File: src/rtl/DTB_PKG.sv
// rtl/DTB_PKG.sv - shared trace buffer constants and serializer state type
package DTB_PKG;

    localparam int TRB_WIDTH      = 32;
    localparam int TRB_MAX_TRACES = 8;

    typedef enum logic [0:0] {
        SER_IDLE  = 1'b0,
        SER_SHIFT = 1'b1
    } ser_state_t;

    // log2 of the lane count actually used: requests beyond the physical
    // lane count fall back to all lanes.
    function automatic logic [2:0] clamp_lanes_log2(input logic [2:0] num_traces,
                                                    input logic [2:0] max_log2);
        return (num_traces > max_log2) ? max_log2 : num_traces;
    endfunction

endpackage

File: src/rtl/trace_lane_select.sv
// rtl/trace_lane_select.sv - combinational beat extraction and lane masking
//
// Ports:
//   word       - word currently being shifted out
//   beat_idx   - beat number within the word
//   lanes_log2 - log2 of active lane count L latched for this word
//   active     - a beat is being presented; output is all-zero otherwise
//   trace      - beat data: trace[j] = word[beat_idx*L + j] for j < L, else 0
module trace_lane_select #(
    parameter int WIDTH      = 32,
    parameter int MAX_TRACES = 8,
    parameter int BEAT_W     = 5
) (
    input  logic [WIDTH-1:0]      word,
    input  logic [BEAT_W-1:0]     beat_idx,
    input  logic [2:0]            lanes_log2,
    input  logic                  active,
    output logic [MAX_TRACES-1:0] trace
);

    logic [BEAT_W-1:0] bit_offset;
    logic [WIDTH-1:0]  shifted;

    always_comb begin
        // beat_idx*L never reaches WIDTH, so the offset fits in BEAT_W bits
        bit_offset = beat_idx << lanes_log2;
        shifted    = word >> bit_offset;
        trace      = '0;
        for (int j = 0; j < MAX_TRACES; j++) begin
            if (active && (j < (1 << lanes_log2))) begin
                trace[j] = shifted[j];
            end
        end
    end

endmodule

File: src/rtl/trace_word_serializer.sv
// rtl/trace_word_serializer.sv - double-buffered word to trace-beat serializer
//
// Optional feature macro: STB_SER_UNDERRUN_EN (underrun cycle counter).
//
// Ports:
//   CLK_I          - FPGA clock
//   RST_NI         - asynchronous active-low reset
//   NUM_TRACES_I   - log2 of active lanes, clamped to MAX_TRACES, latched per word
//   WORD_VALID_I   - input word valid
//   WORD_READY_O   - hold buffer empty
//   WORD_I         - input word
//   TRACE_VALID_O  - beat valid
//   TRACE_READY_I  - downstream accepts the beat
//   TRACE_O        - beat data, LSB-first, zero on unused lanes and when idle
//   BUSY_O         - a word is held or being shifted
//   UNDERRUN_CNT_O - saturating count of ready-without-valid cycles after first load
module trace_word_serializer
    import DTB_PKG::*;
#(
    parameter int WIDTH      = TRB_WIDTH,
    parameter int MAX_TRACES = TRB_MAX_TRACES
) (
    input  logic                  CLK_I,
    input  logic                  RST_NI,
    input  logic [2:0]            NUM_TRACES_I,
    input  logic                  WORD_VALID_I,
    output logic                  WORD_READY_O,
    input  logic [WIDTH-1:0]      WORD_I,
    output logic                  TRACE_VALID_O,
    input  logic                  TRACE_READY_I,
    output logic [MAX_TRACES-1:0] TRACE_O,
    output logic                  BUSY_O,
    output logic [15:0]           UNDERRUN_CNT_O
);

    localparam int               BEAT_W   = (WIDTH > 1) ? $clog2(WIDTH) : 1;
    localparam logic [2:0]       MAX_LOG2 = 3'($clog2(MAX_TRACES));
    localparam logic [BEAT_W:0]  WIDTH_V  = (BEAT_W + 1)'(WIDTH);
    localparam logic [BEAT_W:0]  ONE_V    = (BEAT_W + 1)'(1);

    // HOLD stage
    logic [WIDTH-1:0]  hold_word;
    logic              hold_full;

    // SHIFT stage
    ser_state_t        state;
    logic [WIDTH-1:0]  shift_word;
    logic [BEAT_W-1:0] beat_idx;
    logic [2:0]        lanes_log2;

    logic [BEAT_W:0]   beats_per_word;
    logic              word_fire;
    logic              beat_fire;
    logic              last_fire;
    logic              load;

    assign beats_per_word = WIDTH_V >> lanes_log2;
    assign word_fire      = WORD_VALID_I & ~hold_full;
    assign beat_fire      = (state == SER_SHIFT) & TRACE_READY_I;
    assign last_fire      = beat_fire & ({1'b0, beat_idx} == (beats_per_word - ONE_V));
    // Loading on the last accepted beat is what keeps back-to-back words bubble-free.
    assign load           = hold_full & ((state == SER_IDLE) | last_fire);

    always_ff @(posedge CLK_I or negedge RST_NI) begin
        if (!RST_NI) begin
            hold_word  <= '0;
            hold_full  <= 1'b0;
            state      <= SER_IDLE;
            shift_word <= '0;
            beat_idx   <= '0;
            lanes_log2 <= '0;
        end else begin
            if (word_fire) begin
                hold_word <= WORD_I;
            end
            hold_full <= word_fire | (hold_full & ~load);

            if (load) begin
                shift_word <= hold_word;
                beat_idx   <= '0;
                lanes_log2 <= clamp_lanes_log2(NUM_TRACES_I, MAX_LOG2);
                state      <= SER_SHIFT;
            end else if (last_fire) begin
                state      <= SER_IDLE;
            end else if (beat_fire) begin
                beat_idx   <= beat_idx + BEAT_W'(1);
            end
        end
    end

    // Ready is a pure function of registered state, so there is no
    // combinational path from TRACE_READY_I.
    assign WORD_READY_O  = ~hold_full;
    assign TRACE_VALID_O = (state == SER_SHIFT);
    assign BUSY_O        = hold_full | (state == SER_SHIFT);

    trace_lane_select #(
        .WIDTH      (WIDTH),
        .MAX_TRACES (MAX_TRACES),
        .BEAT_W     (BEAT_W)
    ) u_lane_select (
        .word       (shift_word),
        .beat_idx   (beat_idx),
        .lanes_log2 (lanes_log2),
        .active     (TRACE_VALID_O),
        .trace      (TRACE_O)
    );

`ifdef STB_SER_UNDERRUN_EN
    logic        started;
    logic [15:0] underrun_cnt;

    always_ff @(posedge CLK_I or negedge RST_NI) begin
        if (!RST_NI) begin
            started      <= 1'b0;
            underrun_cnt <= '0;
        end else begin
            if (load) begin
                started <= 1'b1;
            end
            if (started && TRACE_READY_I && (state != SER_SHIFT) &&
                (underrun_cnt != 16'hFFFF)) begin
                underrun_cnt <= underrun_cnt + 16'd1;
            end
        end
    end

    assign UNDERRUN_CNT_O = underrun_cnt;
`else
    assign UNDERRUN_CNT_O = 16'h0000;
`endif

endmodule

File: config.mk
export PLATFORM = sky130hd
export DESIGN_NAME = trace_word_serializer
export DESIGN_NICKNAME = d
export VERILOG_FILES = /design/src/rtl/DTB_PKG.sv /design/src/rtl/trace_lane_select.sv /design/src/rtl/trace_word_serializer.sv
export SDC_FILE = /design/constraint.sdc
export NUM_CORES = 1
export LEC_CHECK = 0
export ABC_AREA = 1
export BUFFER_PORTS_ARGS = -buffer_cell sky130_fd_sc_hd__buf_2
export CORE_UTILIZATION = 46
export CTS_BUF_LIST = sky130_fd_sc_hd__clkbuf_4
export CTS_CLUSTER_SIZE = 10
export DETAILED_ROUTE_END_ITERATION = 10
export PLACE_DENSITY = 0.65
export SLEW_MARGIN = 30
export SYNTH_ARGS = -nofsm -noshare
export SYNTH_HDL_FRONTEND = slang
export SYNTH_SLANG_ARGS = --single-unit
export TNS_END_PERCENT = 50
File: constraint.sdc
create_clock -name CLK_I -period 3.1 [get_ports CLK_I]
set_clock_uncertainty 0.05 [all_clocks]
set_input_delay 0.155 -clock CLK_I [delete_from_list [all_inputs] [get_ports CLK_I]]
set_output_delay 0.155 -clock CLK_I [all_outputs]
set_load 0.01 [all_outputs]
==> out/summary.txt, run 1 <==
DRC violations left - 0
RSZ-0062 raised after global routing - false
Site Rows - 37
Starting DRT DRC Count - 390
Bufs on Longest Clock Path - 2
Period minus WS final - 2.90 ns
Global Route Usage Sum - 23.2%
First-pass GRT wire length - 20.3 mm
Synth top area cells - dfrtp_1, nand3_1, nand2_1
Area grow syn2layout - 14.7%
Fin nets - 808
YS warnings - 0
Most frequently used flop master after synthesis - dfrtp_1
Reg clk slew, reported paths - 0.12 ns
Fillers - 1044
Total Wirelength - 11.7 mm
Port bufs - 49
Final Setup Violations - 0
Grt ovf - 0
Cell count after synthesis - 693
Hpwl dp - 8.29 mm
CTS buffer count - 9
Skew-Pair Late Insertion Delay - 0.43 ns
Worst-path maximum fanout - 23
CTS sink count - 74
Share of flip-flops with an asynchronous set or reset - 100%
DR vias - 4635
H-tree levels - 3
Initial Util - 47.2%
Required time of the critical path - 2.89 ns
Gpl congestion - 0.879
Status - completed
Seq cells post-synth - 74
Sequential share of the synthesized area - 38.1%
Slew headroom - 55.6%
Synth area leader - dfrtp_1
Via/cell ratio - 5.11
Antenna violations before repair - 0
Routed len/inst - 12.9 um
Drt first pass iters - 4
Root buf cell - clkbuf_4
Post-synth top area share - 38.1%
ANT nets after route - 0
CP startpoint kind - register
Post-Syn Area - 0.00485 sq mm
CTS tree - done
Tot Pwr - 5.80 mW
Setup Buffers After CTS - 0
Cell with the most instances after synthesis - nand2_1
Final setup TNS - 0 ns
Fmax - 0.345 GHz
Power Dens Cells - 1040 mW/mm^2
Vias in the first global route - 4313
Avg Inst Size Synth - 7.01 sq um
Slew Limit Fails - 0
Worst Path Arrival - 2.69 ns
DIE AREA - 0.0110 sq mm
Num ports - 66
Post-synth cell types - 29
Ant diodes - 0
Worst vdd ir - 0.000539 V
Die Width - 105 um
Synth top cells by count - nand2_1, nand3_1, dfrtp_1, inv_1, nor2_1
Final hold vios - 0
Slew @ Worst Pin - 0.666 ns
Leakage - 2.97 nW
Die H - 105 um
Worst Hold Class - primary input to register
CP Capture Type - output pin
Final Util - 54.2%
Post-route clock period utilization - 93.5%
Share of cells above drive strength 1 - 14.7%
Largest net degree at the start of global routing - 75
Core ar. - 0.0103 sq mm
Crit path kind - register to output pin
EDFF count, synth - 0
Maxcap violations - 0
[critical path: stages (launching register included)]
cell     delay, ns
dfrtp_1       0.53
nor2_4        0.46
nand2_1       0.13
buf_4         0.23
nand2_1       0.10
nand3_1       0.10
nand3_1       0.11
nand3_1       0.09
nand3_1       0.11
nand2_1       0.06
nor2_1        0.16
buf_2         0.16
[logic make-up (layout without fill, tap and decap cells)]
kind of cell	after synthesis	after routing	synth area share [%]
AND/OR/NAND/NOR	440	440	39.3
XOR/XNOR	5	5	0.902
AO/OA/AOI/OAI	36	36	3.76
flip-flops	74	74	38.1
buffers and inverters	111	174	11.7
adder cells (fa/ha/maj)	3	3	0.773
other	1	16	0.0772
multiplexers	23	23	5.34
[state kept, by name (all words and copies together) (netlist names)]
signal	count
lanes_log2	3
TRACE_VALID_O	1
beat_idx	5
hold_full	1
shift_word	32
hold_word	32
[timing repair]
item                                   4_1_cts  5_1_grt
hold buffers                                37        0
setup endpoints to repair                    0        8
endpoints found under the hold margin      108        0
gates resized for setup                      0        2
[power by group]
| part | leakage (nW) | switching [mW] | internal, mW |
|---|---|---|---|
| Clock | 0.0593 | 0.346 | 0.167 |
| Combinational | 2.01 | 2.25 | 1.34 |
| Sequential | 0.902 | 0.313 | 1.38 |
| Total | 2.97 | 2.91 | 2.88 |
[layer usage]
layer	vias to the layer above	track usage (%)	share of wire, %
met5	-	0	0
met4	0	8.75	1.7
met3	15	3.06	5.2
met2	126	36.5	46
met1	2141	32.5	48
li1	2353	-	-
[final cells by class]
type                       instances  area [sq um]  share of cell area [%]
multi-input combinational        523          2490                    44.8
sequential                        74          1850                    33.3
timing repair buffer              98           712                    12.8
inverter                          60           233                    4.18
tap                              136           170                    3.06
clock buffer                      10          75.1                    1.35
clock inverter                     6          32.5                   0.584
[final timing paths]
path	startpoint	end	slack, ns	cells past startpoint
worst max-delay path	lanes_log2[1]	TRACE_O[1]	0.20	11
worst min-delay path	TRACE_READY_I	beat_idx[4]	0.17	6
worst max register to register	lanes_log2[1]	shift_word[9]	0.46	17
worst min register to register	hold_word[20]	shift_word[20]	0.42	2
max in group asynchronous	RST_NI	lanes_log2[0]	2.26	2
min in group asynchronous	RST_NI	hold_word[29]	0.21	2
[layout by cell type, fill, tap and decap left out, types with 2 or more instances in the layout]
master,n
nor2_4,2
dfrtp_1,73
conb_1,16
a31oi_1,2
inv_1,54
o21ai_1,15
clkinv_1,4
nand2_2,5
and3_1,2
nand2_1,213
xor2_1,4
a21oi_1,15
dlygate4sd3_1,37
inv_2,2
inv_4,3
nand3_1,162
nor2_2,2
buf_2,48
and2_1,2
clkbuf_4,10
ha_1,3
o21ai_0,4
mux2_2,23
nor2_1,49
buf_4,12
[stage by stage]
stage / std cells / instance area, sq um / hold WS, ns / setup WS, ns
2_1_floorplan: 708 / 4910 / -0.191 / 0.994
3_3_place_gp: 854 / 5080 / 0.292 / 0.524
3_5_place_dp: 854 / 5080 / 0.311 / 0.467
4_1_cts: 907 / 5560 / 0.158 / 0.0670
5_1_grt: 907 / 5570 / 0.246 / 0.0249
6_report: 907 / 5570 / 0.173 / 0.201
Note: power is estimated with default switching activity, not from simulation.
==> run 2: changes to the inputs <==
--- a/config.mk
+++ b/config.mk
@@ -5,7 +5,6 @@
 export SDC_FILE = /design/constraint.sdc
 export NUM_CORES = 1
 export LEC_CHECK = 0
-export ABC_AREA = 1
 export BUFFER_PORTS_ARGS = -buffer_cell sky130_fd_sc_hd__buf_2
 export CORE_UTILIZATION = 46
 export CTS_BUF_LIST = sky130_fd_sc_hd__clkbuf_4
==> run 2 against run 1 <==
The run now ends with negative setup slack left. Synthesized cell count down 36%. Register-to-register slack worse by 0.32 ns. Critical path depth down 3. Final area up 5.6%. Hold slack better by 0.052 ns. Die area down 2.5%. Non-clock buffer count up 23. Via count down 17%. Critical endpoint is now TRACE_O[5].
==> out/summary.txt, run 2 <==
Total Wirelength - 11.3 mm
Commonest non-fill, non-tap cell in the layout - dfrtp_1
Worst Hold End - beat_idx[1]
Worst Path Arrival - 2.91 ns
Initial Util - 47.9%
Hold slack - 0.224 ns
Via/cell ratio - 5.63
Met2 WL post-DR - 5.32 mm
First-pass GRT wire length - 18.0 mm
Slew headroom - 55.3%
Worst Hold Class - primary input to register
Worst hold path depth - 6
Power Dens Cells - 1100 mW/mm^2
Min-delay src - TRACE_READY_I
NetSw - 2.81 mW
Biggest regs - hold_word (32), shift_word (32), beat_idx (5)
Largest net degree at the start of global routing - 75
DRT met1 WL - 5.06 mm
CP startpoint kind - register
Synth area leader - dfrtp_1
Setup WS post-layout - -0.0150 ns
Root buf cell - clkbuf_4
Violated checks - negative setup slack
Post-Syn Area - 0.00473 sq mm
Die Width - 103 um
Final Setup Violations - 1
Maxcap violations - 0
Post-route clock period utilization - 100%
Seq cells post-synth - 74
Hpwl dp - 7.20 mm
Site Rows - 36
Routed len/inst - 16.5 um
ANT nets after route - 0
DR vias - 3832
Combinational power share - 62.6%
Skew-Pair Late Insertion Delay - 0.45 ns
Sw Ratio - 43.6%
YS warnings - 0
Global Route Usage Sum - 22.2%
DIE AREA - 0.0107 sq mm
Int Pwr - 3.64 mW
Sequential share of the synthesized area - 39.2%
Slew Limit Fails - 0
R2r setup slk - 0.14 ns
Ant diodes - 0
Met3 WL - 648 um
Terminus of the critical flop-to-flop path - shift_word[27]
Area grow syn2layout - 24.4%
H-tree levels - 3
Port bufs - 49
Share of cells above drive strength 1 - 37.8%
Die H - 103 um
RSZ-0062 raised after global routing - true
Num ports - 66
Synth top cells by count - dfrtp_1, mux2_2, mux2i_1, nand2_1, buf_4
Starting DRT DRC Count - 265
Required time of the critical path - 2.89 ns
Flop pwr share - 28.0%
Synth top area cells - dfrtp_1, mux2_2, mux2i_1
Bufs on Longest Clock Path - 2
Status - complete, but fails checks
Most frequently used flop master after synthesis - dfrtp_1
Crit path kind - register to output pin
Share of flip-flops with an asynchronous set or reset - 100%
Slew @ Worst Pin - 0.670 ns
Uppermost layer routed - met4
Grt ovf - 0
Clock network power share - 9.4%
Worst-path maximum fanout - 11
Core ar. - 0.00986 sq mm
Post-Layout Cell Count - 681
Fmax - 0.321 GHz
Worst vdd ir - 0.000456 V
Avg Inst Size Synth - 10.7 sq um
Drt first pass iters - 5
EDFF count, synth - 0
CP Capture Type - output pin
Antenna violations before repair - 0
DRC violations left - 0
Reg clk slew, reported paths - 0.15 ns
Post-synth cell types - 60
CTS sink count - 74
Post-synth top area share - 39.2%
Period minus WS final - 3.11 ns
Most frequent cells in the layout - dfrtp_1, mux2_2, buf_2
CTS tree - done
Cell count after synthesis - 441
Final hold vios - 0
Gpl congestion - 0.901
Fin nets - 585
DP Cell Count - 608
Reg2Reg Depth - 10
CTS buffer count - 9
Reg-to-reg startpoint - lanes_log2[1]
Leakage - 2.66 nW
Cell with the most instances after synthesis - dfrtp_1
Vias in the first global route - 3520
## run 2: cell count changes after synthesis, moves of 6 or more
cell / delta
clkbuf_1: +7
buf_2: -9
mux2i_1: +51
nand2_1: -173
nand2b_1: +6
inv_1: -48
mux2_2: +42
mux4_2: +6
nand3_1: -152
a31oi_1: +7
o21ai_0: +10
nor2_1: -32
o21ai_1: -14
## run 2: what timing repair did
| action | 4_1_cts | 5_1_grt |
|---|---|---|
| gates resized for setup | 11 | 25 |
| buffers inserted | 6 | 10 |
| hold buffers | 37 | 0 |
| hold endpoints to repair | 108 | 0 |
| cloned | 2 | 2 |
| pin swaps | 3 | 5 |
| endpoints found under the setup margin | 8 | 40 |
## run 2: worst max path at each step
stage | startpoint | endpoint | slack, ns | depth (start not counted)
after global routing | lanes_log2[2] | TRACE_O[5] | -0.14 | 8
after CTS | lanes_log2[1] | TRACE_O[3] | 0.002 | 8
after detailed placement | lanes_log2[1] | TRACE_O[0] | 0.24 | 7
final | lanes_log2[1] | TRACE_O[5] | -0.01 | 8
after floorplan | lanes_log2[2] | shift_word[17] | 0.11 | 14
after global placement | lanes_log2[1] | TRACE_O[0] | 0.25 | 7
## run 2: area by class of cell
class | instances | area [sq um]
fillers | 832 | 3980
multi-input cells | 331 | 2740
flip-flops and latches | 74 | 1860
repair buffers | 121 | 963
well taps | 133 | 166
clock inverters | 7 | 68.8
clock buffers | 9 | 67.6
inverters | 6 | 22.5
## run 2: cell families after synthesis
kind of cell,after synthesis,synth area share (%)
buf+inv,54,7.17
other cells,1,0.0793
fa+ha+maj,3,0.794
simple gates,101,10.8
compound gates,83,12.3
mux,122,29.1
xor+xnor,3,0.556
flops,74,39.2
## run 2: per-layer routing
metal / up-vias / global-route usage [%]
met5: - / 0
met4: 0 / 8.13
met3: 24 / 5.11
met2: 130 / 34.4
met1: 1872 / 30.5
li1: 1806 / -
## run 2: per-stage QoR
stage / utilization [%] / area, sq um / setup TNS (ns) / power (mW) / worst slack (ns)
2_1_floorplan: - / 4790 / 0 / 4.38 / 0.112
3_3_place_gp: 51.1 / 5040 / 0 / 5.20 / 0.245
3_5_place_dp: 51.1 / 5040 / 0 / 5.26 / 0.236
4_1_cts: 57.5 / 5670 / 0 / 6.12 / 0.00194
5_1_grt: 59.6 / 5880 / -1.14 / 6.93 / -0.142
6_report: 59.6 / 5880 / -0.0150 / 6.45 / -0.0150
## run 2: power groups by stage
stage	clock network (mW)	registers, mW	logic, mW
3_3_place_gp	0	1.79	3.41
3_5_place_dp	0	1.80	3.46
6_report	0.603	1.81	4.04
4_1_cts	0.624	1.79	3.70
5_1_grt	0.667	1.88	4.39
2_1_floorplan	0	1.64	2.75
## run 2: critical path, stage by stage (launching register included)
cell and delay [ns]:
dfrtp_2 0.46, buf_12 0.15, or4b_4 0.60, mux2i_2 0.20, mux2i_1 0.21, mux2i_1 0.17, a221oi_2 0.33, o31a_1 0.19
buf_2 0.13
